<file path="src/rtl/alu_share_arbiter.sv">
// Round-robin share of one combinational ALU between two requesters.
// Operands are registered toward the ALU, the result is sampled after a fixed settle time.
module alu_share_arbiter #(
    parameter int unsigned DATA_WIDTH  = 8,
    parameter int unsigned SEL_WIDTH   = 3,
    parameter int unsigned WAIT_CYCLES = 2
) (
    input  logic                  clk,
    input  logic                  rst_n,
    input  logic [1:0]            req_valid,
    output logic [1:0]            req_ready,
    input  logic [DATA_WIDTH-1:0] data1_a,
    input  logic [DATA_WIDTH-1:0] data2_a,
    input  logic [SEL_WIDTH-1:0]  select_a,
    input  logic [DATA_WIDTH-1:0] data1_b,
    input  logic [DATA_WIDTH-1:0] data2_b,
    input  logic [SEL_WIDTH-1:0]  select_b,
    output logic [DATA_WIDTH-1:0] alu_data1,
    output logic [DATA_WIDTH-1:0] alu_data2,
    output logic [SEL_WIDTH-1:0]  alu_select,
    input  logic [DATA_WIDTH-1:0] alu_result,
    output logic [1:0]            resp_valid,
    input  logic [1:0]            resp_ack,
    output logic [DATA_WIDTH-1:0] result,
    output logic                  resp_err
);

    localparam int unsigned CNT_W = (WAIT_CYCLES > 1) ? $clog2(WAIT_CYCLES) : 1;

    typedef enum logic [1:0] {IDLE, EXEC, RESP} state_t;

    state_t                state_q, state_d;
    logic                  last_grant_q, last_grant_d;   // 0 = A, 1 = B
    logic                  grant_q, grant_d;
    logic [CNT_W-1:0]      cnt_q, cnt_d;
    logic [DATA_WIDTH-1:0] alu_data1_q, alu_data1_d;
    logic [DATA_WIDTH-1:0] alu_data2_q, alu_data2_d;
    logic [SEL_WIDTH-1:0]  alu_select_q, alu_select_d;
    logic [DATA_WIDTH-1:0] result_q, result_d;
    logic                  resp_err_q, resp_err_d;
    logic [1:0]            resp_valid_q, resp_valid_d;
    logic                  gnt_c;
    logic                  gnt_vld_c;

    // Round-robin pick: on contention the requester not served last wins.
    always_comb begin
        gnt_vld_c = 1'b1;
        gnt_c     = 1'b0;
        case (req_valid)
            2'b01:   gnt_c = 1'b0;
            2'b10:   gnt_c = 1'b1;
            2'b11:   gnt_c = ~last_grant_q;
            default: gnt_vld_c = 1'b0;
        endcase
    end

    // Ready is combinational so a requester may withdraw before acceptance; held low in reset.
    assign req_ready = (state_q == IDLE && gnt_vld_c && rst_n) ? (2'b01 << gnt_c) : 2'b00;

    always_comb begin
        state_d      = state_q;
        last_grant_d = last_grant_q;
        grant_d      = grant_q;
        cnt_d        = cnt_q;
        alu_data1_d  = alu_data1_q;
        alu_data2_d  = alu_data2_q;
        alu_select_d = alu_select_q;
        result_d     = result_q;
        resp_err_d   = resp_err_q;
        resp_valid_d = resp_valid_q;
        case (state_q)
            IDLE: begin
                if (gnt_vld_c) begin
                    state_d = EXEC;
                    grant_d = gnt_c;
                    cnt_d   = '0;
                    if (gnt_c) begin
                        alu_data1_d  = data1_b;
                        alu_data2_d  = data2_b;
                        alu_select_d = select_b;
                    end else begin
                        alu_data1_d  = data1_a;
                        alu_data2_d  = data2_a;
                        alu_select_d = select_a;
                    end
                end
            end
            EXEC: begin
                if (cnt_q == CNT_W'(WAIT_CYCLES - 1)) begin
                    state_d      = RESP;
                    resp_valid_d = 2'b01 << grant_q;
                    // Select codes with the top bit set are not ALU operations.
                    if (alu_select_q[SEL_WIDTH-1]) begin
                        result_d   = '0;
                        resp_err_d = 1'b1;
                    end else begin
                        result_d   = alu_result;
                    end
                end else begin
                    cnt_d = cnt_q + CNT_W'(1);
                end
            end
            RESP: begin
                if (resp_ack[grant_q]) begin
                    state_d      = IDLE;
                    resp_valid_d = 2'b00;
                    resp_err_d   = 1'b0;
                    last_grant_d = grant_q;
                end
            end
            default: state_d = IDLE;
        endcase
    end

    always_ff @(posedge clk or negedge rst_n) begin
        if (!rst_n) begin
            state_q      <= IDLE;
            last_grant_q <= 1'b1;
            grant_q      <= 1'b0;
            cnt_q        <= '0;
            alu_data1_q  <= '0;
            alu_data2_q  <= '0;
            alu_select_q <= '0;
            result_q     <= '0;
            resp_err_q   <= 1'b0;
            resp_valid_q <= 2'b00;
        end else begin
            state_q      <= state_d;
            last_grant_q <= last_grant_d;
            grant_q      <= grant_d;
            cnt_q        <= cnt_d;
            alu_data1_q  <= alu_data1_d;
            alu_data2_q  <= alu_data2_d;
            alu_select_q <= alu_select_d;
            result_q     <= result_d;
            resp_err_q   <= resp_err_d;
            resp_valid_q <= resp_valid_d;
        end
    end

    assign alu_data1  = alu_data1_q;
    assign alu_data2  = alu_data2_q;
    assign alu_select = alu_select_q;
    assign result     = result_q;
    assign resp_err   = resp_err_q;
    assign resp_valid = resp_valid_q;

endmodule

</file>
<file path="config.mk">
export PLATFORM = sky130hd
export DESIGN_NAME = alu_share_arbiter
export DESIGN_NICKNAME = d
export VERILOG_FILES = /design/src/rtl/alu_share_arbiter.sv
export SDC_FILE = /design/constraint.sdc
export NUM_CORES = 1
export LEC_CHECK = 0
export ABC_CLOCK_PERIOD_IN_PS = 1550
export CAP_MARGIN = 20
export CORE_MARGIN = 2
export CORE_UTILIZATION = 37
export CTS_BUF_LIST = sky130_fd_sc_hd__clkbuf_4 sky130_fd_sc_hd__clkbuf_8
export DETAILED_ROUTE_END_ITERATION = 12
export PLACE_DENSITY = 0.79
export SYNTH_ARGS = -nofsm -noshare
export SYNTH_HDL_FRONTEND = slang
export SYNTH_SLANG_ARGS = --single-unit
</file>
<file path="constraint.sdc">
create_clock -name clk -period 1.55 [get_ports clk]
set_input_delay 0.2325 -clock clk [delete_from_list [all_inputs] [get_ports clk]]
set_output_delay 0.2325 -clock clk [all_outputs]
set_load 0.03 [all_outputs]
</file>
-- Yosys cells after proc, flatten, opt, wreduce, memory -nomap -nowiden
Index checks and enable logic that the tools add are counted.
- bits in registers: 35
- output and inout bits: 32
- add/sub/neg operators: 1
- magnitude comparators: 1
- eq/ne operators: 9
- shift-type cells: 2
- multiplexer cells: 22
- bitwise logic cells: 1
- reductions and logical operators: 13
- operators with widths (cell ; count):
    two-way mux 8 bit ; 3
    two-way mux 2 bit ; 5
    two-way mux 1 bit ; 8
    != test 2 bit, second input constant ; 4
    AND reduction 2 bit ; 4
    == test 2 bit, second input constant ; 3
    case mux 1 bit (2 select lines) ; 3
    case mux 2 bit (3 select lines) ; 1
    AND reduction 3 bit ; 2
    == test 2 x 1 -> 1 bit, second input constant ; 2
    case mux 2 bit (2 select lines) ; 1
    AND reduction 4 bit ; 1
    nonzero test 2 bit ; 2
    << shifter 1 x 1 -> 2 bit, first input constant ; 2
    two-way mux 3 bit ; 1
    OR reduction 3 bit ; 1
    logical AND 1 bit ; 2
    logical NOT 2 bit ; 1
    < comparator 1 x 2 -> 1 bit, second input constant ; 1
    adder 1 bit, second input constant ; 1
    inverter 1 bit ; 1

-- Depth between registers and ports, before layout
- depth in word-level cells: 6
- mapped depth: 5
- gate-level depth less buffers: 3

-- Worst setup path before layout
No wires, ideal clock.
- path type: reg-to-output
- from: reg state_q[0]
- to: out req_ready[0]
- data arrival time: 1.620 ns
- path slack: -0.302 ns
- stages on the path, launching flop included: 5
- buffers on the path: 1
- cells stage by stage: dfrtp_1 > nor2_1 > o21ai_1 > buf_2 > nor3b_1
- longest elaborated chain between the ends: 4
- ends and longest elaborated chain (item ; line ; text):
    start, declared ; 32 ; state_t state_q, state_d;
    start signal, assigned ; 128 ; state_q <= state_d;
    logical NOT 2 bit ; 58 ; assign req_ready = (state_q == IDLE && gnt_vld_c && rst_n) ? (2'b01 << gnt_c) : 2'b00;
    logical AND 1 bit (2 in series) ; 58 ;
    two-way mux 2 bit ; 58 ;
    end, declared ; 11 ; output logic [1:0] req_ready,
Every way passes these cells.

-- Final worst setup path
- from: reg last_grant_q
- to: out req_ready[0]
- longest elaborated chain between the ends: 4
- ends and longest elaborated chain (item ; line ; text):
    start, declared ; 33 ; logic last_grant_q, last_grant_d;
    start signal, assigned ; 129 ; last_grant_q <= last_grant_d;
    inverter 1 bit ; 52 ; 2'b11: gnt_c = ~last_grant_q;
    case mux 1 bit (2 select lines) ; 49 ; case (req_valid)
    << shifter 1 x 1 -> 2 bit ; 58 ;
    two-way mux 2 bit ; 58 ;
Every way passes these cells.

==> results_dict.tcl <==
set metrics [dict create \
    ys_top_cells_by_area "dfrtp_1 51%, mux2_2 19%, mux2_4 8.2%, nand2_1 4.3%, o21ai_0 2.7%" \
    drc 0 \
    synth-seq-cells 35 \
    clockBufferDepth 2 \
    clk_pin_slew_ns 0.07 \
    cts_tree "built" \
    r2r_end "alu_data1[0]" \
    dieHeight_um 70.9 \
    r2r_slack_ns -0.01 \
    max_freq_ghz 0.631 \
    setup_tns_ns -0.0733 \
    insertion_delay_ns 0.28 \
    rsz0062_at_grt "yes" \
    synth_top_flop_cell "dfrtp_1" \
    worstPathRequired_ns 1.32 \
    power_frac_comb_pct 52.9 \
    hp-class "in -> async" \
    cpPeakStageDelay_ns 0.55 \
    vias 1357 \
    rows 24 \
    clockPowerShare_pct 17.7 \
    peakVddDrop_mv 1.12 \
    synth_cells 130 \
    status "complete, but fails checks" \
    slowest_stage "dfstp_2" \
    synth_top_family_by_area "multiplexers" \
    antenna_cells 0 \
    power.internal_mw 3.35 \
    arrival_ns 1.35 \
    synth_compound_area_share_pct 7.56 \
    path_buf_inv 2 \
    viasPerCell 4.74 \
    gr-total-overflow 0 \
    synthToLayoutAreaGrowth_pct 74.7 \
    synth_common_cells "34 x dfrtp_1, 28 x mux2_2, 19 x nand2_1, 9 x mux2_4, 9 x o21ai_0" \
    worst_slack_ns -0.0355 \
    htree_levels 2 \
    drv_slew 0 \
    drt_iter0_drc 43 \
    syn_area_sq_um 1650 \
    grt_usage_pct 17.4 \
    wirelength_um 4230 \
    grt_pass1_wl_um 6820 \
    async_reset_ff_share_pct 100 \
    skew_ns 0.00594 \
    synth_top_area_share_pct 51.4 \
    worstSetupPathType "reg -> out" \
    drtPass1Iterations 4 \
    p_sw_mw 2.16 \
    layout.nets 285 \
    boundaryPins 84 \
    die_w_um 70.9 \
    drv_cap 0 \
    setup-violations-final 7 \
    synth.mux.area_fraction_pct 28.4 \
    dp_hpwl_um 2840 \
    cts_root_buffer "clkbuf_8" \
    synth_edf_count 0 \
    drtAntennaViolNets 0 \
    tightest_slew_ns 0.328 \
    startpoint_type "flip-flop" \
    dieArea_sq_um 5020 \
    cts_made_buffers 5 \
    initial_core_util_pct 38.3 \
    synth_fa_ha_area_share_pct 0 \
    violations "negative setup slack" \
    finalCriticalPeriod_ns 1.59 \
    antenna_found_initial 0 \
    grt_pass1_vias 1394 \
    synth-warning-count 0 \
    routabilityCongestion 0.724 \
    crit_path_end_kind "output pin" \
    worstPathMaxFanout 3 \
    drive_above_1_share_pct 31.6 \
    r2r-start "last_grant_q" \
    clkSinkCount 35 \
    synth_top_area_cell "dfrtp_1" \
    port_buffers 83 \
    cellPowerDensity_nw_per_um2 1910 \
    p_sw_share_pct 39.2 \
    yosys.area_share.simple_pct 7.34 \
    p_leak_nw 1.44 \
    crit_family "flip-flops" \
    hold_viol_final 0 \
    final_util_pct 66.8 \
    maxSlewHeadroom_pct 78.1 \
    dpl_worst_slack_ns -0.267 \
    synthDistinctLibCells 28 \
    grt_max_degree 25 \
    crit_chain "buf_6 > a21boi_4 > nor3b_2 > buf_4" \
    ys_seq_area_share_pct 53.0 \
    seq_power_share_pct 29.4 \
    syn_area_per_cell_sq_um 12.7 \
    crit_start "last_grant_q" \
    routedWlPerCell_um 14.8 \
    core_sq_um 4320 \
    synth.most_common_cell "dfrtp_1" \
    path_depth 4 \
    synth.net_count 182 \
    rr_worst_depth 4 \
    synth_xor_area_share_pct 0 \
    timing.final.crit_share_pct 102 \
]
-- tightest hold or removal path, cell delays in order --
cell and delay [ns]:
dlygate4sd3_1 0.52, buf_2 0.14, buf_4 0.20
-- through the flow --
step / hold slack (ns) / cells / instance area, sq um / power, mW
finish: 0.460 / 286 / 2890 / 5.51
global route: 0.486 / 286 / 2890 / 5.81
CTS: 0.455 / 285 / 2850 / 5.53
detailed placement: 0.223 / 271 / 2620 / 4.58
global placement: 0.218 / 271 / 2620 / 4.54
floorplan: -0.0631 / 130 / 1660 / 3.32
-- sequential cells by signal, indices dropped and copies added, names as in the netlist --
register      cells
state_q           2
resp_valid        2
alu_data2         8
alu_select        3
last_grant_q      1
alu_data1         8
result            8
resp_err          1
grant_q           1
cnt_q             1
-- cells by family (layout without fill, tap and decap cells) --
| group | Yosys count | in the layout |
|---|---|---|
| mux | 39 | 39 |
| flops | 35 | 35 |
| simple gates | 27 | 27 |
| compound gates | 20 | 20 |
| buf+inv | 9 | 113 |
-- worst max path at each step --
stage | end | slack (ns)
after global routing | req_ready[0] | -0.07
after floorplan | alu_data1[0] | -0.02
after detailed placement | alu_data2[1] | -0.27
after global placement | alu_data1[7] | -0.24
final | req_ready[0] | -0.04
after CTS | alu_data1[0] | -0.03
-- layout by cell type, fill, tap and decap left out --
cell / count
a21bo_2: 1
a21bo_4: 1
a21boi_0: 1
a21boi_4: 1
a21oi_1: 1
a22o_1: 1
and2_1: 1
and3_4: 1
buf_12: 2
buf_2: 1
buf_4: 14
buf_6: 4
bufinv_16: 2
clkbuf_8: 5
clkdlybuf4s50_1: 48
clkinv_1: 1
clkinvlp_4: 1
dfrtp_1: 34
dfstp_2: 1
dlygate4sd2_1: 23
dlygate4sd3_1: 1
dlymetal6s2s_1: 9
inv_1: 2
mux2_2: 15
mux2_4: 22
mux2i_1: 2
nand2_1: 19
nand2b_1: 2
nand3b_1: 1
nor2_2: 1
nor2b_1: 1
nor3b_2: 1
o21ai_0: 9
o21ai_2: 1
o21bai_1: 1
o22ai_1: 3
-- metal layers --
layer	vias up	track usage [%]	wire length (um)
met3	5	5.41	350
li1	657	-	-
met1	637	22.6	1810
met5	-	0	0
met2	58	27.9	2030
met4	0	5.66	38
-- power groups by stage --
stage	Sequential (mW)	Clock [mW]	Combinational (mW)
2_1_floorplan	2.40	0	0.918
3_3_place_gp	1.64	0	2.91
3_5_place_dp	1.63	0	2.95
4_1_cts	1.62	0.996	2.91
5_1_grt	1.68	1.04	3.09
6_report	1.62	0.977	2.91
-- what timing repair did --
| action | 4_1_cts | 5_1_grt |
|---|---|---|
| hold endpoints to repair | 34 | 0 |
| hold buffers | 1 | 0 |
| setup endpoints to repair | 32 | 28 |
| buffers inserted | 5 | 1 |
| gates cloned | 1 | 0 |
| pin swaps | 3 | 1 |
| resized for setup | 45 | 12 |
-- area by class of cell --
class	count	area, sq um
fillers	349	1440
repair buffers	102	1000
flip-flops and latches	35	877
multi-input cells	86	800
clock buffers	5	68.8
clock inverters	3	67.6
well taps	52	65.1
inverters	3	11.3
Note: power is estimated with default switching activity, not from simulation.
